[config.mk]
export PLATFORM = sky130hd
export DESIGN_NAME = sample_buffer
export DESIGN_NICKNAME = d
export VERILOG_FILES = /design/src/rtl/sample_buffer.sv
export SDC_FILE = /design/constraint.sdc
export NUM_CORES = 2
export LEC_CHECK = 0
export BUFFER_PORTS_ARGS = -buffer_cell sky130_fd_sc_hd__buf_2
export CAP_MARGIN = 40
export CORE_AREA = 2 2 471 379
export CTS_BUF_LIST = sky130_fd_sc_hd__clkbuf_8
export DETAILED_ROUTE_END_ITERATION = 10
export DIE_AREA = 0 0 473 381
export PLACE_DENSITY_LB_ADDON = 0.25
export SETUP_SLACK_MARGIN = 0.3
export SLEW_MARGIN = 10
export SYNTH_ARGS = -nofsm -noshare
export SYNTH_HDL_FRONTEND = slang
export SYNTH_SLANG_ARGS = --single-unit
[constraint.sdc]
create_clock -name Clk -period 6.35 [get_ports Clk]
set_input_delay 0.3175 -clock Clk [delete_from_list [all_inputs] [get_ports Clk]]
set_output_delay 0.3175 -clock Clk [all_outputs]
set_load 0.005 [all_outputs]
[src/rtl/sample_buffer.sv]
// Circular sample store addressed by absolute 32-bit indices, with a drop window and freeze.
// Optional macro SAMPLE_BUF_OVERWRITE_EN: writes while full discard the oldest sample.
module sample_buffer #(
  parameter int DEPTH = 64,
  parameter int AW    = 6
) (
  input  logic          Clk,
  input  logic          Rst,
  input  logic [31:0]   in_data,
  input  logic          in_valid,
  output logic          in_ready,
  input  logic          freeze,
  input  logic          drop_valid,
  input  logic [31:0]   drop_to,
  input  logic [31:0]   index,
  output logic [31:0]   value,
  output logic          index_valid,
  output logic [31:0]   first_idx,
  output logic [31:0]   next_idx,
  output logic [AW:0]   count,
  output logic          full,
  output logic          empty
);

  logic [31:0]        mem [DEPTH];
  logic               wr;
  logic signed [31:0] drop_dist;
  logic [31:0]        span;
  logic [31:0]        first_drop;
  logic [31:0]        first_n;
  logic [31:0]        next_n;
  logic [AW:0]        count_n;
  logic [31:0]        rel;
`ifdef SAMPLE_BUF_OVERWRITE_EN
  logic [31:0]        span_drop;
`endif

`ifdef SAMPLE_BUF_OVERWRITE_EN
  assign in_ready = !freeze;
`else
  assign in_ready = !freeze && !full;
`endif

  assign wr = in_valid && in_ready;

  // Drop target is clamped into [first_idx, next_idx]; differences keep 2^32 wrap transparent.
  always_comb begin
    drop_dist  = $signed(drop_to - first_idx);
    span       = next_idx - first_idx;
    first_drop = first_idx;
    if (drop_valid && !freeze && (drop_dist >= 0)) begin
      first_drop = ($unsigned(drop_dist) > span) ? next_idx : drop_to;
    end
    first_n = first_drop;
    next_n  = next_idx;
`ifdef SAMPLE_BUF_OVERWRITE_EN
    span_drop = next_idx - first_drop;
`endif
    if (wr) begin
      next_n = next_idx + 32'd1;
`ifdef SAMPLE_BUF_OVERWRITE_EN
      if (span_drop == 32'(DEPTH)) first_n = first_drop + 32'd1;
`endif
    end
    count_n = (AW+1)'(next_n - first_n);
  end

  always_ff @(posedge Clk or negedge Rst) begin
    if (!Rst) begin
      first_idx <= '0;
      next_idx  <= '0;
      count     <= '0;
      full      <= 1'b0;
      empty     <= 1'b1;
    end else begin
      first_idx <= first_n;
      next_idx  <= next_n;
      count     <= count_n;
      full      <= (count_n == (AW+1)'(DEPTH));
      empty     <= (count_n == '0);
    end
  end

  // Storage is deliberately not reset; count=0 makes stale contents unreachable.
  always_ff @(posedge Clk) begin
    if (wr) mem[next_idx[AW-1:0]] <= in_data;
  end

  assign rel         = index - first_idx;
  assign index_valid = (rel < 32'(count));
  assign value       = index_valid ? mem[index[AW-1:0]] : '0;

endmodule
==> Flow_metrics.wiki <==
{| class="wikitable"
! Metric !! Value
|-
| Beginning of the critical path || first_idx[1]
|-
| Path class of the lowest-slack min-delay path || input pin to flip-flop
|-
| Post-route DRC violation count || 0
|-
| Number of global-route vias before repair || roughly 46k
|-
| Final worst hold slack || 0.104 ns
|-
| Final Util || 0.577
|-
| Category of the critical setup timing path || flip-flop to flip-flop
|-
| Post-synth EDFFs || 2048
|-
| Number of buffers added on ports || 207
|-
| RSZ-0062 raised after global routing || yes
|-
| GRT Residual Overflow || 0
|-
| Number of antenna violations at the first check in global routing || 20
|-
| Sequential cell area || 63300 um2
|-
| CP peak stage delay || ~0.41 ns
|-
| Critical register-to-register path endpoint || empty
|-
| Area Overhead vs Synth || 16.2%
|-
| Top achievable clock speed || about 160 MHz
|-
| Worst reg-to-reg path cell count || 33
|-
| Setup slack of the worst register-to-register path || 0.18 ns
|-
| Clk buf depth || 4
|-
| Number of DRC markers after the initial detailed-route iteration || 5781
|-
| Worst slack, placed || -0.275 ns
|-
| Total placed cells including tap cells || 6753
|-
| Number of hold-slack violations in the final timing report || 0
|-
| Post-Place Cell Area || 94100 um2
|-
| Count of unique library cells instantiated by Yosys || 85
|-
| Req. time, crit path || 7.28 ns
|-
| TritonCTS clock tree || built
|-
| Max-slew violation count || 0
|-
| Worst Tran Pin Value || 1.03 ns
|-
| Die height || 381 um
|-
| Worst-case headroom to the max-slew limit || 0.310
|-
| Most repeated library cell on the critical path || o21a_1
|-
| Launch instance of the worst register-to-register path || first_idx[1]
|-
| Sequential fraction of the synthesis area || 0.726
|-
| Total die area || 180000 um2
|-
| Mean instance size in the synthesized netlist || 21.0 um2
|-
| Top flip-flop cell by instance count after synthesis || edfxtp_1
|-
| Clk Tree Root Cell || clkbuf_8
|-
| Detailed-route via count || roughly 46k
|-
| Reported leakage power || 34.0 nW
|-
| Row count || 138
|-
| PD cells || 346 nW/um2
|-
| Setup slack after layout || 0.182 ns
|-
| Multi-input combinational cell area || 23900 um2
|-
| Total negative setup slack || 0 ns
|-
| Result of the run || finished, final reports clean
|-
| Ports || 208
|-
| Total of flip-flops plus latches after synthesis || 2121
|-
| Global-route wire length before repair || 328000 um
|-
| Async SR Flop Fraction || 0.0344
|-
| Total Routing Usage GR || 0.255
|-
| Highest ir drop seen on vdd || 0.000300 V
|-
| Clock edge transition at the registers on the reported setup and hold paths || 0.06 ns
|-
| Fraction of final layout cells with drive strength greater than 1 || 0.340
|-
| Clock Latency Late Sink || approximately 1.0 ns
|-
| Endpoint arrival time on the critical path || 7.10 ns
|-
| Die boundary width || 473 um
|-
| Total of fill cells in the finished design || 12.8k
|-
| DRT Wirelength || 229000 um
|-
| Area of the mapped netlist || 87300 um2
|-
| Max capacitance violation total || 0
|-
| CTS H-tree depth || 5
|-
| Wirelength per Cell || approximately 31 um
|-
| Kind of start point of the critical path || flip-flop
|-
| Finished Cell Area || 101000 um2
|-
| Largest net degree at the start of global routing || 131
|-
| Endpoint type of the worst setup path || flip-flop
|-
| Global placer's final weighted congestion || between 0.9 and 1
|-
| Count of placed standard cells in the final layout, fillers left out || between 7k and 8k
|-
| Crit path time final || 6.17 ns
|-
| Critical path peak fanout || 5
|-
| Mapped Cells || roughly 4.1k
|-
| Core Area || 176000 um2
|-
| Most used cells in the layout excluding fill and tap cells || edfxtp_1 (2048), mux4_2 (666), clkbuf_8 (345)
|-
| Post-DP HPWL || 143000 um
|-
| Total Power || ~35 mW
|-
| Sinks on the clock net || 2121
|-
| Period utilisation layout || 0.971
|-
| Number of buffers created by CTS || 339
|-
| Effective utilization at floorplan || 0.496
|-
| Count of final setup violators || 0
|-
| Commonest non-fill, non-tap cell in the layout || edfxtp_1
|-
| Post-Synthesis Net Count || 4388
|-
| Number of optimization iterations in the first detailed-route pass || 6
|-
| Last element of the critical path || empty
|-
| Max Clock Skew || 0.0430 ns
|-
| Count of nets left with antenna violations after detail routing || 0
|-
| Final-stage net count || 5117
|-
| Routed vias/inst || 6.16
|-
| Worst path slowest cell || a32o_2
|-
| Warnings, synthesis || 0
|}
-- critical path, delay by kind of cell, from the launching register on --
family                   cells  cell delay [ns]
adder cells (fa/ha/maj)      3             0.85
buffers and inverters        4             0.45
AND/OR/NAND/NOR              9             1.18
AO/OA/AOI/OAI               13             2.37
XOR/XNOR                     3             0.65
multiplexers                 1             0.20
flip-flops                   1             0.40
-- cell usage after synthesis, types with 6 or more instances --
cell type / number / area [um2]
nor2b_1: 28 / 175
nand2b_1: 26 / 163
buf_1: 60 / 225
xor2_1: 40 / 350
a2111oi_0: 7 / 61.3
nand3_1: 30 / 150
dfrtp_1: 72 / 1800
nand4_1: 25 / 156
o31ai_1: 7 / 52.6
nor4_1: 9 / 56.3
o21a_1: 17 / 128
clkbuf_1: 105 / 394
a211oi_1: 19 / 143
nor2_1: 164 / 616
o211ai_1: 6 / 45.0
a21o_1: 52 / 390
inv_1: 82 / 308
o21ai_0: 59 / 295
a21oi_1: 105 / 526
and3_1: 15 / 93.8
a31oi_1: 9 / 56.3
ha_1: 137 / 1710
nor3b_1: 14 / 105
nand3b_1: 8 / 60.1
mux4_2: 666 / 15000
xnor2_1: 67 / 587
nand2_1: 73 / 274
nor3b_2: 17 / 213
edfxtp_1: 2048 / 61500
nor3_1: 24 / 120
mux2i_1: 37 / 370
buf_2: 12 / 60.1
o21bai_1: 10 / 75.1
-- worst min-delay path by stage --
stage | to | from | cells past startpoint | slack, ns
after floorplan | count[0] | Rst | 0 | 0.02
after global placement | next_idx[31] | Rst | 1 | 0.22
after CTS | next_idx[0] | freeze | 6 | 0.02
after global routing | next_idx[0] | freeze | 6 | 0.06
after detailed placement | next_idx[29] | Rst | 1 | 0.22
final | next_idx[0] | freeze | 6 | 0.10
-- registers in the layout, summed over array words and instances (netlist names) --
register   count
full           1
first_idx     32
empty          1
count          7
mem         2048
next_idx      32
-- report_power, final --
| part | leakage, nW | internal [mW] | switching [mW] |
|---|---|---|---|
| Clock | 3.28 | 5.29 | 5.22 |
| Combinational | 11.4 | 3.68 | 5.01 |
| Sequential | 19.3 | 15.7 | 0.161 |
| Total | 34.0 | 24.7 | 10.4 |
-- logic make-up (layout without fill, tap and decap cells) --
kind of cell | Yosys count | after routing | share of synthesized area
AOI/OAI and AO/OA | 348 | 348 | 0.0271
xor gates and xnor gates | 107 | 107 | 0.0107
adders and majority gates | 141 | 141 | 0.0206
buffers and inverters | 263 | 1217 | 0.0117
DFF | 2121 | 2121 | 0.726
muxes | 707 | 707 | 0.177
other | 0 | 10 | 0
and+or+nand+nor | 459 | 459 | 0.0274
-- layout make-up --
| type | instances | share of cell area |
|---|---|---|
| clock inverters | 222 | 0.0108 |
| repair buffers | 569 | 0.0504 |
| flip-flops and latches | 2121 | 0.624 |
| diodes | 10 | 0.000247 |
| multi-input cells | 1762 | 0.236 |
| clock buffers | 344 | 0.0467 |
| inverters | 82 | 0.00303 |
| well taps | 2310 | 0.0285 |
-- repair_timing --
item                                    in CTS  in global routing
pin swaps                                   48                 23
hold buffers                                73                  0
endpoints found under the hold margin     2019                  0
setup buffers                                9                  8
endpoints found under the setup margin      38                 39
resized for setup                           62                 46
-- layer usage --
| layer | share of wire | up-vias | track usage |
|---|---|---|---|
| met3 | 0.090 | 332 | 0.0503 |
| met1 | 0.43 | 24266 | 0.389 |
| li1 | - | 18895 | - |
| met5 | 0.000052 | - | 0 |
| met2 | 0.46 | 2180 | 0.380 |
| met4 | 0.022 | 2 | 0.0660 |
No activity file was read; power rests on OpenSTA's default activity.
